[src/rtl/dp_mem_responder.sv]
// dp_mem_responder: arbitrates fetch and data requests onto one RAM port.
// Holds a one-entry fetch buffer so repeated fetches of a PC skip the RAM.
module dp_mem_responder #(
    parameter bit FETCH_BUF = 1'b1
) (
    input  logic        CLK,
    input  logic        nRST,
    input  logic        imemREN,
    input  logic [31:0] imemaddr,
    input  logic        dmemREN,
    input  logic        dmemWEN,
    input  logic [31:0] dmemaddr,
    input  logic [31:0] dmemstore,
    input  logic        halt,
    output logic        ihit,
    output logic [31:0] imemload,
    output logic        dhit,
    output logic [31:0] dmemload,
    output logic        ramREN,
    output logic        ramWEN,
    output logic [31:0] ramaddr,
    output logic [31:0] ramstore,
    input  logic [31:0] ramload,
    input  logic        ramready
);

    localparam logic [2:0] IDLE    = 3'd0;
    localparam logic [2:0] IFETCH  = 3'd1;
    localparam logic [2:0] DACCESS = 3'd2;
    localparam logic [2:0] RESP    = 3'd3;
    localparam logic [2:0] HALTED  = 3'd4;

    logic [2:0]  state;
    logic [31:0] lat_addr;
    logic        lat_d;
    logic        lat_wr;
    logic        halt_seen;
    logic [31:0] resp_data;
    logic [31:0] iload_q;
    logic [31:0] dload_q;
    logic        buf_valid;
    logic [31:0] buf_tag;
    logic [31:0] buf_data;
    logic        d_req;
    logic        buf_hit;
    logic        d_still;

    assign d_req   = dmemREN | dmemWEN;
    assign buf_hit = FETCH_BUF && buf_valid && (buf_tag == imemaddr);
    assign d_still = lat_wr ? dmemWEN : dmemREN;

    // A response is only delivered if its request is still being presented.
    assign ihit = (state == RESP) && !lat_d
                  && imemREN && (imemaddr == lat_addr);
    assign dhit = (state == RESP) && lat_d
                  && d_still && (dmemaddr == lat_addr);

    assign imemload = ihit ? resp_data : iload_q;
    assign dmemload = (dhit && !lat_wr) ? resp_data : dload_q;

    // Main FSM: request arbitration, RAM strobes and fetch buffer.
    always_ff @(posedge CLK or negedge nRST) begin
        if (!nRST) begin
            state     <= IDLE;
            lat_addr  <= '0;
            lat_d     <= 1'b0;
            lat_wr    <= 1'b0;
            halt_seen <= 1'b0;
            resp_data <= '0;
            buf_valid <= 1'b0;
            buf_tag   <= '0;
            buf_data  <= '0;
            ramREN    <= 1'b0;
            ramWEN    <= 1'b0;
            ramaddr   <= '0;
            ramstore  <= '0;
        end else begin
            case (state)
                IDLE: begin
                    halt_seen <= 1'b0;
                    if (halt) begin
                        state <= HALTED;
                    end else if (d_req) begin
                        state    <= DACCESS;
                        lat_d    <= 1'b1;
                        lat_wr   <= dmemWEN;
                        lat_addr <= dmemaddr;
                        ramaddr  <= dmemaddr;
                        ramstore <= dmemstore;
                        ramWEN   <= dmemWEN;
                        ramREN   <= ~dmemWEN;
                        if (dmemWEN && (dmemaddr == buf_tag))
                            buf_valid <= 1'b0;
                    end else if (imemREN && buf_hit) begin
                        state     <= RESP;
                        lat_d     <= 1'b0;
                        lat_wr    <= 1'b0;
                        lat_addr  <= imemaddr;
                        resp_data <= buf_data;
                    end else if (imemREN) begin
                        state    <= IFETCH;
                        lat_d    <= 1'b0;
                        lat_wr   <= 1'b0;
                        lat_addr <= imemaddr;
                        ramaddr  <= imemaddr;
                        ramREN   <= 1'b1;
                    end
                end
                IFETCH, DACCESS: begin
                    if (halt)
                        halt_seen <= 1'b1;
                    if (ramready) begin
                        ramREN <= 1'b0;
                        ramWEN <= 1'b0;
                        if (!lat_wr)
                            resp_data <= ramload;
                        if (!lat_d) begin
                            buf_tag   <= lat_addr;
                            buf_data  <= ramload;
                            buf_valid <= FETCH_BUF;
                        end
                        state <= (halt || halt_seen) ? HALTED : RESP;
                    end
                end
                RESP:    state <= IDLE;
                HALTED:  state <= HALTED;
                default: state <= IDLE;
            endcase
        end
    end

    // Load words hold their last delivered value between hits.
    always_ff @(posedge CLK or negedge nRST) begin
        if (!nRST) begin
            iload_q <= '0;
            dload_q <= '0;
        end else begin
            if (ihit)
                iload_q <= resp_data;
            if (dhit && !lat_wr)
                dload_q <= resp_data;
        end
    end

endmodule

[config.mk]
export PLATFORM = sky130hd
export DESIGN_NAME = dp_mem_responder
export DESIGN_NICKNAME = d
export VERILOG_FILES = /design/src/rtl/dp_mem_responder.sv
export SDC_FILE = /design/constraint.sdc
export NUM_CORES = 1
export LEC_CHECK = 0
export ABC_CLOCK_PERIOD_IN_PS = 4640
export CORE_ASPECT_RATIO = 1.4
export CORE_MARGIN = 1
export CORE_UTILIZATION = 53
export CTS_BUF_LIST = sky130_fd_sc_hd__clkbuf_8
export DETAILED_ROUTE_END_ITERATION = 12
export PLACE_DENSITY = 0.93
export SLEW_MARGIN = 20
export SYNTH_ARGS = -nofsm -noshare
export SYNTH_HDL_FRONTEND = slang
export SYNTH_SLANG_ARGS = --single-unit
[constraint.sdc]
create_clock -name CLK -period 4.64 [get_ports CLK]
set_input_delay 1.392 -clock CLK [delete_from_list [all_inputs] [get_ports CLK]]
set_output_delay 1.392 -clock CLK [all_outputs]
set_load 0.02 [all_outputs]
# ---- Word level (Yosys, flattened, before mapping)
# Cells that the tools add are included.
dict set report word_totals {
  ff_bits 265
  elab_cells 110
  romBits 0
  latchBits 0
  memories 0
  ramBits 0
  input_bits 135
}
dict set report classes {
  reduce_logical 28
  n_lt_le_gt_ge 0
  eq_ne 21
  shift 0
  mul 0
  n_bitwise 4
  muxes 42
  add_sub_neg 0
  n_div 0
}
# cell count
set ops {}
lappend ops {{32-bit two-way mux} 12}
lappend ops {{32-bit == test} 4}
lappend ops {{32-bit one-hot mux with 2 select lines} 1}
lappend ops {{2-bit != test, second input constant} 10}
lappend ops {{1-bit two-way mux} 18}
lappend ops {{3-bit two-way mux} 6}
lappend ops {{6-bit AND reduction} 2}
lappend ops {{1-bit logical AND} 10}
lappend ops {{3-bit one-hot mux with 3 select lines} 1}
lappend ops {{3-bit AND reduction} 3}
lappend ops {{1-bit one-hot mux with 2 select lines} 4}
lappend ops {{4-bit AND reduction} 2}
lappend ops {{3-bit by 2-bit == test with 1-bit output, second input constant} 2}
lappend ops {{3-bit != test, second input constant} 2}
lappend ops {{5-bit != test, second input constant} 1}
lappend ops {{5-bit AND reduction} 1}
lappend ops {{2-bit AND reduction} 2}
lappend ops {{2-bit nonzero test} 2}
lappend ops {{3-bit by 1-bit == test with 1-bit output, second input constant} 1}
lappend ops {{3-bit == test, second input constant} 1}
lappend ops {{3-bit zero test} 1}
lappend ops {{1-bit NOT} 3}
lappend ops {{3-bit nonzero test} 1}
lappend ops {{1-bit zero test} 2}
lappend ops {{3 further kinds} 3}

# ---- Depth between registers and ports, before layout
dict set report logic_depth {
  ltp_word 7
  ltp_mapped 8
  ltp_nobuf 6
}

# ---- Least setup slack after synthesis
# No wires, ideal clock.
dict set report synth_path {
  path_kind {input -> output}
  from {input port dmemaddr[29]}
  to {output port dmemload[5]}
  path_buffers 1
  t_required_ns 3.248
  setup_slack_ns 0.120
  path_stages 7
  arrival_ns 3.128
  cell_sequence {xor2_1 nor4_1 nand2_1 or3_1 nor3_4 buf_4 mux2_1}
}
dict set report synth_via {
  elab_chain_cells 4
}
# element line
set synth_rtl {}
lappend synth_rtl {{start, declared} 12} ;# input logic [31:0] dmemaddr,
lappend synth_rtl {{32-bit == test} 56} ;# && d_still && (dmemaddr == lat_addr);
lappend synth_rtl {{1-bit logical AND} 56}
lappend synth_rtl {{1-bit logical AND} 59} ;# assign dmemload = (dhit && !lat_wr) ? resp_data : dload_q;
lappend synth_rtl {{32-bit two-way mux} -}
lappend synth_rtl {{end, declared} 18} ;# output logic [31:0] dmemload,
# No other way between the ends.

# ---- Worst setup path after layout
dict set report layout_path {
  from {input port dmemaddr[22]}
  to {output port dmemload[12]}
}
# Same word-level chain as after synthesis.

==> impl_metrics.yaml <==
outcome:
  status: "finished, violations left"
  failed_checks: "negative setup slack"
floorplan:
  core_area_sq_um: 22770
  start_util_pct: 54.52
  ios: 267
  dieArea_sq_um: 24050
  die_x_um: 131.4
  die_h_um: 183.1
  std_cell_rows: 65
finish:
  final_common_cell: "dfrtp_1"
  final_cell_mix: "265 x dfrtp_1, 135 x buf_4, 134 x clkdlybuf4s50_1"
  fillCellCount: 1205
  final_layout_size_suffix_gt1_share_pct: 41.05
  design_area_sq_um: 17960
  final_nets: 1516
  finalNonFillerCells: 1710
  area_delta_synth_final_pct: 44.65
synthesis:
  synthArstFlopShare_pct: 100.0
  synth_ff_type: "dfrtp_1"
  synthXorXnorAreaFrac_pct: 9.101
  syn_avg_cell_area_sq_um: 12.63
  syn_nets: 1118
  ys_seq_area_share_pct: 53.42
  synth-edff-count: 0
  synth_seq_cells: 265
  syn_area_sq_um: 12410
  synth_mux_area_share_pct: 21.49
  synthCells: 983
  yosysTopAreaCell: "dfrtp_1"
  ys.warnings.count: 0
  yosysUniqueCellTypes: 43
  synth-simple-area-share_pct: 7.337
  synth_area_leaders: "dfrtp_1 53%, mux2_2 17%, xor2_1 5.9%, mux2_4 3.6%, xnor2_1 3.2%"
  synth_compound_area_share_pct: 6.571
  synth-adder-area-share_pct: 0
  yosys.area.top_type_share_pct: 53.42
  synth_top_family_by_area: "multiplexers"
worst_setup_path:
  crit_path_frequent_cell: "buf_6"
  crit_slowest_cell: "or3_4"
  reg2reg_to: "dload_q[14]"
  path_buf_inv: 5
  critical_path_depth: 10
  r2r_start: "lat_addr[5]"
  r2r_cells: 11
  critical-path-top-delay-family: "buffers and inverters"
  r2r_setup_slack_ns: 1.74
  startpoint_type: "primary input"
  worstSetupPathType: "in -> out"
  slowest_delay_ns: 0.45
  cp.arrival_ns: 3.61
  worstPathRequired_ns: 3.25
  cp_max_fo: 8
  critPathCaptureType: "output port"
  worstPathCellList: "dlygate4sd2_1 > xnor2_1 > buf_4 > nand4_1 > or3_4 > nor3_4 > buf_6 > buf_16 > mux2_4 > buf_6"
sta:
  fin_crit_ns: 4.997
  fin_crit_sh_pct: 107.7
  tightest_slew_ns: 1.003
  slew_headroom_pct: 33.14
  slew_viol_final: 0
  fmax_mhz: 200.1
  hold_viol_final: 0
  fin_hold_ws_ns: 0.4999
  worst_slack_ns: -0.3572
  clock_skew_ns: 0.04852
  rsz0062_at_grt: "true"
  setup_viol: 66
placement:
  place_area_sq_um: 15980
  dp_hpwl_um: 25160
  dp_cells: 1589
  routabilityCongestion: 0.9263
  io_buffers: 266
route:
  drc: 0
  avgRoutedWirePerCell_um: 25.37
  drt_wl_total_um: 43380
  routed_via_density: 6.083
  dr.pass1.iters: 5
  vias: 10400
  postRouteAntennaNets: 0
  drt_iter0_drc: 906
cts:
  cts_root_buf: "clkbuf_8"
  cts_made_buffers: 41
  cts_tree: "yes"
  cts.htree.levels: 2
  clkTransAtPathRegs_ns: 0.06
  cts.path.max_buffers: 3
  cts.sinks: 265
  clock_latency_ns: 0.57
worst_hold_path:
  hold_end: "buf_data[8]"
  min_path_cells: 1
  min_path_type: "reg -> reg"
  worstHoldStart: "buf_data[8]"
pwr:
  finalPower_mw: 10.57
  leakage_nw: 8.148
  powerDensity_nw_per_um2: 588.9
  ir_drop_mv: 0.4227
grt:
  grt.met1_usage_pct: 39.23
  met3_usage_pct: 7.490
  grt_max_degree: 128
  grt.total_usage_pct: 35.08
  grt.overflow.total: 0
  antenna_found_initial: 2
  grt_pass1_wl_um: 63610
  grt_pass1_vias: 10920
  busiest_layer: "met2"
  use_met2_pct: 59.68
flow_run:
  cap_viol_max_count: 0
[layer usage]
| layer | wire (um) | vias to the layer above |
|---|---|---|
| met5 | 21 | - |
| met2 | 21610 | 732 |
| met3 | 3501 | 260 |
| met4 | 3396 | 4 |
| li1 | - | 4301 |
| met1 | 14860 | 5105 |
[cell families (layout without fill, tap and decap cells)]
| logic type | Yosys count | in the layout |
|---|---|---|
| buffers and inverters | 54 | 479 |
| AND/OR/NAND/NOR | 192 | 192 |
| flip-flops | 265 | 265 |
| AO/OA/AOI/OAI | 116 | 116 |
| multiplexers | 227 | 227 |
| XOR/XNOR | 129 | 129 |
| other | 0 | 1 |
[report_power, final]
part | internal (mW) | leakage (nW) | switching (mW) | total, mW
Clock | 1.21 | 0.482 | 0.948 | 2.15
Combinational | 2.23 | 4.42 | 2.09 | 4.32
Sequential | 3.18 | 3.25 | 0.914 | 4.10
[worst register-to-register path: cells and delay by family, from the launching register on]
family        cells  cell delay [ns]
mux               1             0.33
buf+inv           5             0.76
flops             1             0.50
simple gates      4             0.94
xor+xnor          1             0.24
[Yosys cell counts (2+ instances only)]
cell       number
dfrtp_1       265
inv_1           3
mux2_4         30
buf_2          18
xnor2_1        46
a21oi_1         4
o21ai_0         5
buf_1           2
buf_4           3
xor2_1         83
clkbuf_1       25
nor3_1          9
a21oi_2         2
nor4_1         23
a22oi_1         2
o22ai_1        32
nand2_1        80
nand2b_1        2
or2_2           3
nor2_1         44
nand3_1         6
mux2_2        187
nand4_1        14
buf_6           3
and3_1          2
mux2_1          9
a2bb2oi_1      32
a31oi_1        34
[final cells by class]
class                      instances  area, sq um  share of cell area (%)
antenna                            1        2.502                 0.01394
tap                              301        376.6                   2.097
timing repair buffer             406         3837                   21.37
sequential                       265         6631                   36.93
multi-input combinational        664         6202                   34.54
clock buffer                      54        743.2                   4.139
inverter                           3        11.26                 0.06271
clock inverter                    16        152.6                  0.8501
[flip-flops by register name (all words and copies together), names as in the netlist]
name and flops:
buf_valid 1, ramREN 1, buf_data 32, resp_data 32
buf_tag 32, ramWEN 1, dload_q 32, lat_wr 1
lat_addr 32, ramaddr 32, halt_seen 1, ramstore 32
lat_d 1, iload_q 32, state 3
[stage by stage]
step	setup TNS (ns)	utilization [%]	worst slack (ns)
6_report	-17.82	78.86	-0.3572
3_5_place_dp	-70.28	70.16	-1.210
3_3_place_gp	-68.39	70.16	-1.138
4_1_cts	-13.20	77.77	-0.2902
2_1_floorplan	0	-	0.1204
5_1_grt	-21.76	78.85	-0.4093
[worst max-delay path by stage]
stage	from	end	slack (ns)
6_report	dmemaddr[22]	dmemload[12]	-0.36
5_1_grt	dmemaddr[22]	dmemload[12]	-0.41
4_1_cts	dmemaddr[6]	dmemload[31]	-0.29
3_5_place_dp	dmemaddr[29]	dmemload[14]	-1.21
3_3_place_gp	dmemaddr[29]	dmemload[21]	-1.14
2_1_floorplan	dmemaddr[29]	dmemload[5]	0.12
[what timing repair did]
action,CTS,global route
setup buffers,33,15
setup endpoints to repair,66,66
pin swaps,59,22
cloned,6,0
gates resized for setup,626,58
hold buffers,0,0
Note: power is estimated with default switching activity, not from simulation.
